$ cat src/rtl/sprite_position_latch.sv
// sprite_position_latch
// Decodes packed sprite-position words from the Nios position-table PIO into
// a shadow bank. The shadow bank is copied to the active bank only on a
// frame_start pulse, so the HDMI sprite renderer always reads a consistent
// frame through the registered random-read port.
// Optional build macro: SPRITE_POSITION_CLAMP_EN. When it is defined,
// out-of-range coordinates are clamped to X_MAX/Y_MAX and the word is
// accepted. When it is undefined, such words are rejected and counted.
module sprite_position_latch #(
  parameter int N_SPRITES = 5,
  parameter int COORD_W   = 12,
  parameter int X_MAX     = 1279,
  parameter int Y_MAX     = 719
) (
  input  logic                 clk_clk,
  input  logic                 reset_reset,
  input  logic [31:0]          position_table_export,
  input  logic                 frame_start,
  input  logic [2:0]           rd_idx,
  output logic [COORD_W-1:0]   rd_x,
  output logic [COORD_W-1:0]   rd_y,
  output logic [1:0]           rd_dir,
  output logic                 rd_valid,
  output logic [N_SPRITES-1:0] valid_mask,
  output logic                 update_pending,
  output logic                 commit_pulse,
  output logic [7:0]           err_cnt
);

  localparam logic [3:0]  N_LIM = 4'(N_SPRITES);
  localparam logic [11:0] X_LIM = 12'(X_MAX);
  localparam logic [11:0] Y_LIM = 12'(Y_MAX);

  // Word fields; bits [25:24] are reserved and deliberately ignored
  logic        w_toggle;
  logic [2:0]  w_id;
  logic [1:0]  w_dir;
  logic [11:0] w_x_raw;
  logic [11:0] w_y_raw;
  logic [1:0]  w_unused_rsvd;

  assign w_toggle      = position_table_export[31];
  assign w_id          = position_table_export[30:28];
  assign w_dir         = position_table_export[27:26];
  assign w_unused_rsvd = position_table_export[25:24];
  assign w_x_raw       = position_table_export[23:12];
  assign w_y_raw       = position_table_export[11:0];

  // Control state
  logic                 r_armed;
  logic                 r_prev_toggle;
  logic                 r_update_pending;
  logic                 r_commit_pulse;
  logic [7:0]           r_err_cnt;

  // Shadow and active banks
  logic [COORD_W-1:0]   r_sh_x   [N_SPRITES];
  logic [COORD_W-1:0]   r_sh_y   [N_SPRITES];
  logic [1:0]           r_sh_dir [N_SPRITES];
  logic [N_SPRITES-1:0] r_sh_valid;
  logic [COORD_W-1:0]   r_act_x  [N_SPRITES];
  logic [COORD_W-1:0]   r_act_y  [N_SPRITES];
  logic [1:0]           r_act_dir[N_SPRITES];
  logic [N_SPRITES-1:0] r_valid_mask;

  // Read port registers
  logic [COORD_W-1:0]   r_rd_x;
  logic [COORD_W-1:0]   r_rd_y;
  logic [1:0]           r_rd_dir;
  logic                 r_rd_valid;

  // Decode results
  logic                 w_write;
  logic                 w_id_ok;
  logic                 w_x_over;
  logic                 w_y_over;
  logic                 w_range_ok;
  logic [11:0]          w_x_st;
  logic [11:0]          w_y_st;
  logic                 w_accept;
  logic                 w_reject;
  logic                 w_commit;

  // Classify the incoming word: write detect, id check and range rule
  always_comb begin
    w_write  = r_armed & (w_toggle ^ r_prev_toggle);
    w_id_ok  = ({1'b0, w_id} < N_LIM);
    w_x_over = (w_x_raw > X_LIM);
    w_y_over = (w_y_raw > Y_LIM);
`ifdef SPRITE_POSITION_CLAMP_EN
    w_x_st     = w_x_over ? X_LIM : w_x_raw;
    w_y_st     = w_y_over ? Y_LIM : w_y_raw;
    w_range_ok = 1'b1;
`else
    w_x_st     = w_x_raw;
    w_y_st     = w_y_raw;
    w_range_ok = ~(w_x_over | w_y_over);
`endif
    w_accept = w_write & w_id_ok & w_range_ok;
    w_reject = w_write & ~w_accept;
    w_commit = frame_start & r_update_pending;
  end

  // Arming, toggle tracking, pending flag, commit pulse and error counter
  always_ff @(posedge clk_clk) begin
    if (reset_reset) begin
      r_armed          <= 1'b0;
      r_prev_toggle    <= 1'b0;
      r_update_pending <= 1'b0;
      r_commit_pulse   <= 1'b0;
      r_err_cnt        <= 8'd0;
    end else begin
      r_armed        <= 1'b1;
      r_prev_toggle  <= w_toggle;
      r_commit_pulse <= w_commit;
      // A write landing together with a commit keeps the flag set so that
      // the new entry goes out on the following frame.
      if (w_accept) begin
        r_update_pending <= 1'b1;
      end else if (w_commit) begin
        r_update_pending <= 1'b0;
      end else begin
        r_update_pending <= r_update_pending;
      end
      if (w_reject && (r_err_cnt != 8'hFF)) begin
        r_err_cnt <= r_err_cnt + 8'd1;
      end else begin
        r_err_cnt <= r_err_cnt;
      end
    end
  end

  // Shadow bank: accepted words update the addressed slot
  always_ff @(posedge clk_clk) begin
    if (reset_reset) begin
      for (int i = 0; i < N_SPRITES; i++) begin
        r_sh_x[i]   <= '0;
        r_sh_y[i]   <= '0;
        r_sh_dir[i] <= 2'd0;
      end
      r_sh_valid <= '0;
    end else begin
      for (int i = 0; i < N_SPRITES; i++) begin
        if (w_accept && (w_id == 3'(i))) begin
          r_sh_x[i]     <= COORD_W'(w_x_st);
          r_sh_y[i]     <= COORD_W'(w_y_st);
          r_sh_dir[i]   <= w_dir;
          r_sh_valid[i] <= 1'b1;
        end
      end
    end
  end

  // Active bank: copy of the pre-edge shadow contents on commit
  always_ff @(posedge clk_clk) begin
    if (reset_reset) begin
      for (int i = 0; i < N_SPRITES; i++) begin
        r_act_x[i]   <= '0;
        r_act_y[i]   <= '0;
        r_act_dir[i] <= 2'd0;
      end
      r_valid_mask <= '0;
    end else if (w_commit) begin
      for (int i = 0; i < N_SPRITES; i++) begin
        r_act_x[i]   <= r_sh_x[i];
        r_act_y[i]   <= r_sh_y[i];
        r_act_dir[i] <= r_sh_dir[i];
      end
      r_valid_mask <= r_sh_valid;
    end else begin
      r_valid_mask <= r_valid_mask;
    end
  end

  // Registered read port; indices outside the sprite range read as zero
  always_ff @(posedge clk_clk) begin
    if (reset_reset) begin
      r_rd_x     <= '0;
      r_rd_y     <= '0;
      r_rd_dir   <= 2'd0;
      r_rd_valid <= 1'b0;
    end else begin
      r_rd_x     <= '0;
      r_rd_y     <= '0;
      r_rd_dir   <= 2'd0;
      r_rd_valid <= 1'b0;
      for (int i = 0; i < N_SPRITES; i++) begin
        if (rd_idx == 3'(i)) begin
          r_rd_x     <= r_act_x[i];
          r_rd_y     <= r_act_y[i];
          r_rd_dir   <= r_act_dir[i];
          r_rd_valid <= r_valid_mask[i];
        end
      end
    end
  end

  assign rd_x           = r_rd_x;
  assign rd_y           = r_rd_y;
  assign rd_dir         = r_rd_dir;
  assign rd_valid       = r_rd_valid;
  assign valid_mask     = r_valid_mask;
  assign update_pending = r_update_pending;
  assign commit_pulse   = r_commit_pulse;
  assign err_cnt        = r_err_cnt;

endmodule

$ cat config.mk
export PLATFORM = sky130hd
export DESIGN_NAME = sprite_position_latch
export DESIGN_NICKNAME = d
export VERILOG_FILES = /design/src/rtl/sprite_position_latch.sv
export SDC_FILE = /design/constraint.sdc
export NUM_CORES = 1
export LEC_CHECK = 0
export CORE_UTILIZATION = 28
export DETAILED_ROUTE_END_ITERATION = 7
export SYNTH_ARGS = -nofsm -noshare
export SYNTH_HDL_FRONTEND = slang
export SYNTH_SLANG_ARGS = --single-unit
$ cat constraint.sdc
create_clock -name clk_clk -period 3.37 [get_ports clk_clk]
set_input_delay 0.337 -clock clk_clk [delete_from_list [all_inputs] [get_ports clk_clk]]
set_output_delay 0.337 -clock clk_clk [all_outputs]
set_load 0.01 [all_outputs]
==> results.yml <==
status:
  status: "finished clean"
die:
  die_x_um: 203
  die_area_mm2: 0.0413
  rows: 73
  core_area_mm2: 0.0398
  dieHeight_um: 203
  start_util: 0.285
  io_pins: 80
power_and_ir_drop:
  seqPwrFrac: 0.525
  switchingPower_mw: 1.65
  leakage_nw: 4.99
  ir_worst_vdd_uv: 347
  finalPower_mw: 8.15
  p_int_mw: 6.50
  power_frac_comb: 0.041
  p_clk_frac: 0.433
  switching_share: 0.203
  powerDensity_mw_per_mm2: 584
worst_setup_path:
  setup.worst_path.class: "in2reg"
  timing.rr.end: "r_sh_x[0][25]"
  critPathArrivalTime_ps: 2440
  r2r_cells: 6
  critPathMaxFanout: 22
  slowest_stage: "clkdlybuf4s50_1"
  reg2reg_from: "r_prev_toggle"
  cp-start-kind: "primary input"
  crit_path_end_kind: "register"
  reg2reg_slack_ps: 1350
  cpPeakStageDelay_ps: 450
  worstPathRequired_ps: 3560
  path_cells: "clkdlybuf4s50_1, o211a_1, o21ai_4, nor3b_4, nand3b_1, nand2_1, buf_12"
grt:
  antenna_found_initial: 0
  grt_max_degree: 131
  grt_use_total: 0.102
  globalRouteOverflowTotal: 0
  grt_pass1_vias: 5591
  grt_pass1_wl_um: 31800
cts:
  clk_latency_ps: 500
  clock-sinks: 309
  clkTransAtPathRegs_ps: 60
  holdBufCountCts: 0
  ctsRootBufferMaster: "clkbuf_16"
  tritoncts: "done"
  post-cts-setup-buffer-count: 0
  cts_buffers: 34
  clk_path_buf_depth: 3
  cts_resized: 0
  htreeDepth: 2
timing:
  hold_violations: 0
  final.setup_skew_ps: 14.6
  max_freq_mhz: 443
  slew_viol_final: 0
  setup_violations: 0
  tightest_slew_ps: 884
  finalSetupTns_ps: 0
  period_share: 0.670
  rsz0062_at_grt: "false"
  min_period_ps: 2260
  slew_headroom: 0.409
  fin_ws_ps: 1110
hold_path:
  hold_start: "reset_reset"
  min_to: "rd_valid"
  hp-class: "in2reg"
  worstHoldPathCells: 2
run:
  drv_cap: 0
yosys:
  synth_area_mm2: 0.0113
  synth_flop_cell: "edfxtp_1"
  netlist-cell-type-count: 42
  ys_warn_count: 0
  ys_seq_area_frac: 0.775
  async_flop_share: 0
  synth-seq-cells: 309
  synth_edf_count: 260
  synth_area_per_cell_um2: 17.3
  syn_inst: 657
routing:
  num_vias: 5381
  drcViolationCount: 0
  drt_iter0_drc: 280
  first_pass_iters: 4
  drtAntennaViolNets: 0
  wirelength_um: 20500
  routedWlPerCell_um: 15.5
  vias_per_cell: 4.08
cells_and_area:
  antenna_cells: 0
  fillers: 3865
  multi_input_comb_area_mm2: 0.00241
  final_nets: 809
  drive_gt1_frac: 0.136
  syn2layout_area_growth_pct: 23.1
  seqCellArea_mm2: 0.00879
  final_common_cell: "edfxtp_1"
  mostFrequentLayoutCells: "260 x edfxtp_1, 154 x and2_1, 75 x clkdlybuf4s50_1"
placement:
  port_buffers: 77
  dp_slack_ps: 538
  place_hpwl_um: 12100
  place_congestion: 0.730
## cell usage after synthesis (3+ instances only)
cell        n  area share
a211oi_1    3      0.0020
a21oi_1     7      0.0031
a22o_1      5      0.0039
a22oi_1    27       0.018
and2_1    154       0.085
buf_1       3     0.00099
buf_2      11      0.0049
clkbuf_1   14      0.0046
dfxtp_1    49       0.087
edfxtp_1  260        0.69
inv_1       8      0.0026
mux4_2     27       0.054
nand2_1     6      0.0020
nand3_1     5      0.0022
nand4_1     3      0.0017
nor2_1     37       0.012
xnor2_1     5      0.0039
## critical path, delay by kind of cell
| family | cells | cell delay (ps) |
|---|---|---|
| buffers and inverters | 2 | 700 |
| AND/OR/NAND/NOR | 3 | 800 |
| AO/OA/AOI/OAI | 2 | 580 |
## layer usage
layer | GRT usage | vias to the layer above | part of all wire
met2 | 0.185 | 99 | 0.52
met1 | 0.118 | 2597 | 0.41
met3 | 0.0206 | 41 | 0.043
li1 | - | 2644 | -
met4 | 0.0400 | 0 | 0.027
met5 | 0 | - | 0
## power by group through the flow
| stage | Clock [mW] | Sequential, mW | Combinational, mW |
|---|---|---|---|
| 6_report | 3.53 | 4.28 | 0.338 |
| 3_3_place_gp | 0 | 4.36 | 0.350 |
| 2_1_floorplan | 0 | 4.37 | 0.162 |
| 4_1_cts | 3.64 | 4.28 | 0.352 |
| 5_1_grt | 3.77 | 4.29 | 0.370 |
| 3_5_place_dp | 0 | 4.36 | 0.352 |
## area by class of cell
cell class / count / share of cell area
flip-flops and latches: 309 / 0.630
multi-input cells: 320 / 0.173
repair buffers: 95 / 0.0705
clock buffers: 45 / 0.0662
well taps: 525 / 0.0471
clock inverters: 15 / 0.0107
inverters: 10 / 0.00296
## cells by family (layout without fill, tap and decap cells)
family / Yosys count / in the layout / share of synthesized area
muxes: 28 / 28 / 0.0545
and+or+nand+nor: 216 / 216 / 0.111
xor gates and xnor gates: 6 / 6 / 0.00464
buffers and inverters: 42 / 165 / 0.0171
DFF: 309 / 309 / 0.775
AOI/OAI and AO/OA: 54 / 54 / 0.0361
adders and majority gates: 1 / 1 / 0.00110
other: 1 / 15 / 0.000331
## per-stage QoR
step / utilization / instance area [um2] / hold WS [ps] / cells
after floorplan: - / 11400 / 425 / 671
after global placement: 0.323 / 12900 / 441 / 1259
after detailed placement: 0.323 / 12900 / 448 / 1259
after CTS: 0.350 / 14000 / 294 / 1319
after global routing: 0.350 / 14000 / 300 / 1319
final: 0.350 / 14000 / 304 / 1319
## worst max-delay path by stage
stage	startpoint	endpoint	cells past startpoint	slack (ps)
after floorplan	reset_reset	r_act_dir[0][0]	3	30
after global placement	position_table_export[5]	r_sh_y[0][30]	7	560
after detailed placement	position_table_export[5]	r_sh_y[0][30]	7	540
after CTS	position_table_export[5]	r_sh_x[0][25]	7	1060
after global routing	position_table_export[5]	r_sh_x[0][25]	7	980
final	position_table_export[5]	r_sh_x[0][25]	7	1110
## registers in the layout, indices dropped and copies added (netlist names)
name and count:
rd_y 12, r_act_x 60, err_cnt 8, update_pending 1, valid_mask 5, rd_x 12, rd_dir 2, r_sh_dir 10
r_sh_x 60, r_act_y 60, r_act_dir 10, rd_valid 1, r_sh_y 60, r_prev_toggle 1, commit_pulse 1, r_armed 1
r_sh_valid 5
Note: power is estimated with default switching activity, not from simulation.
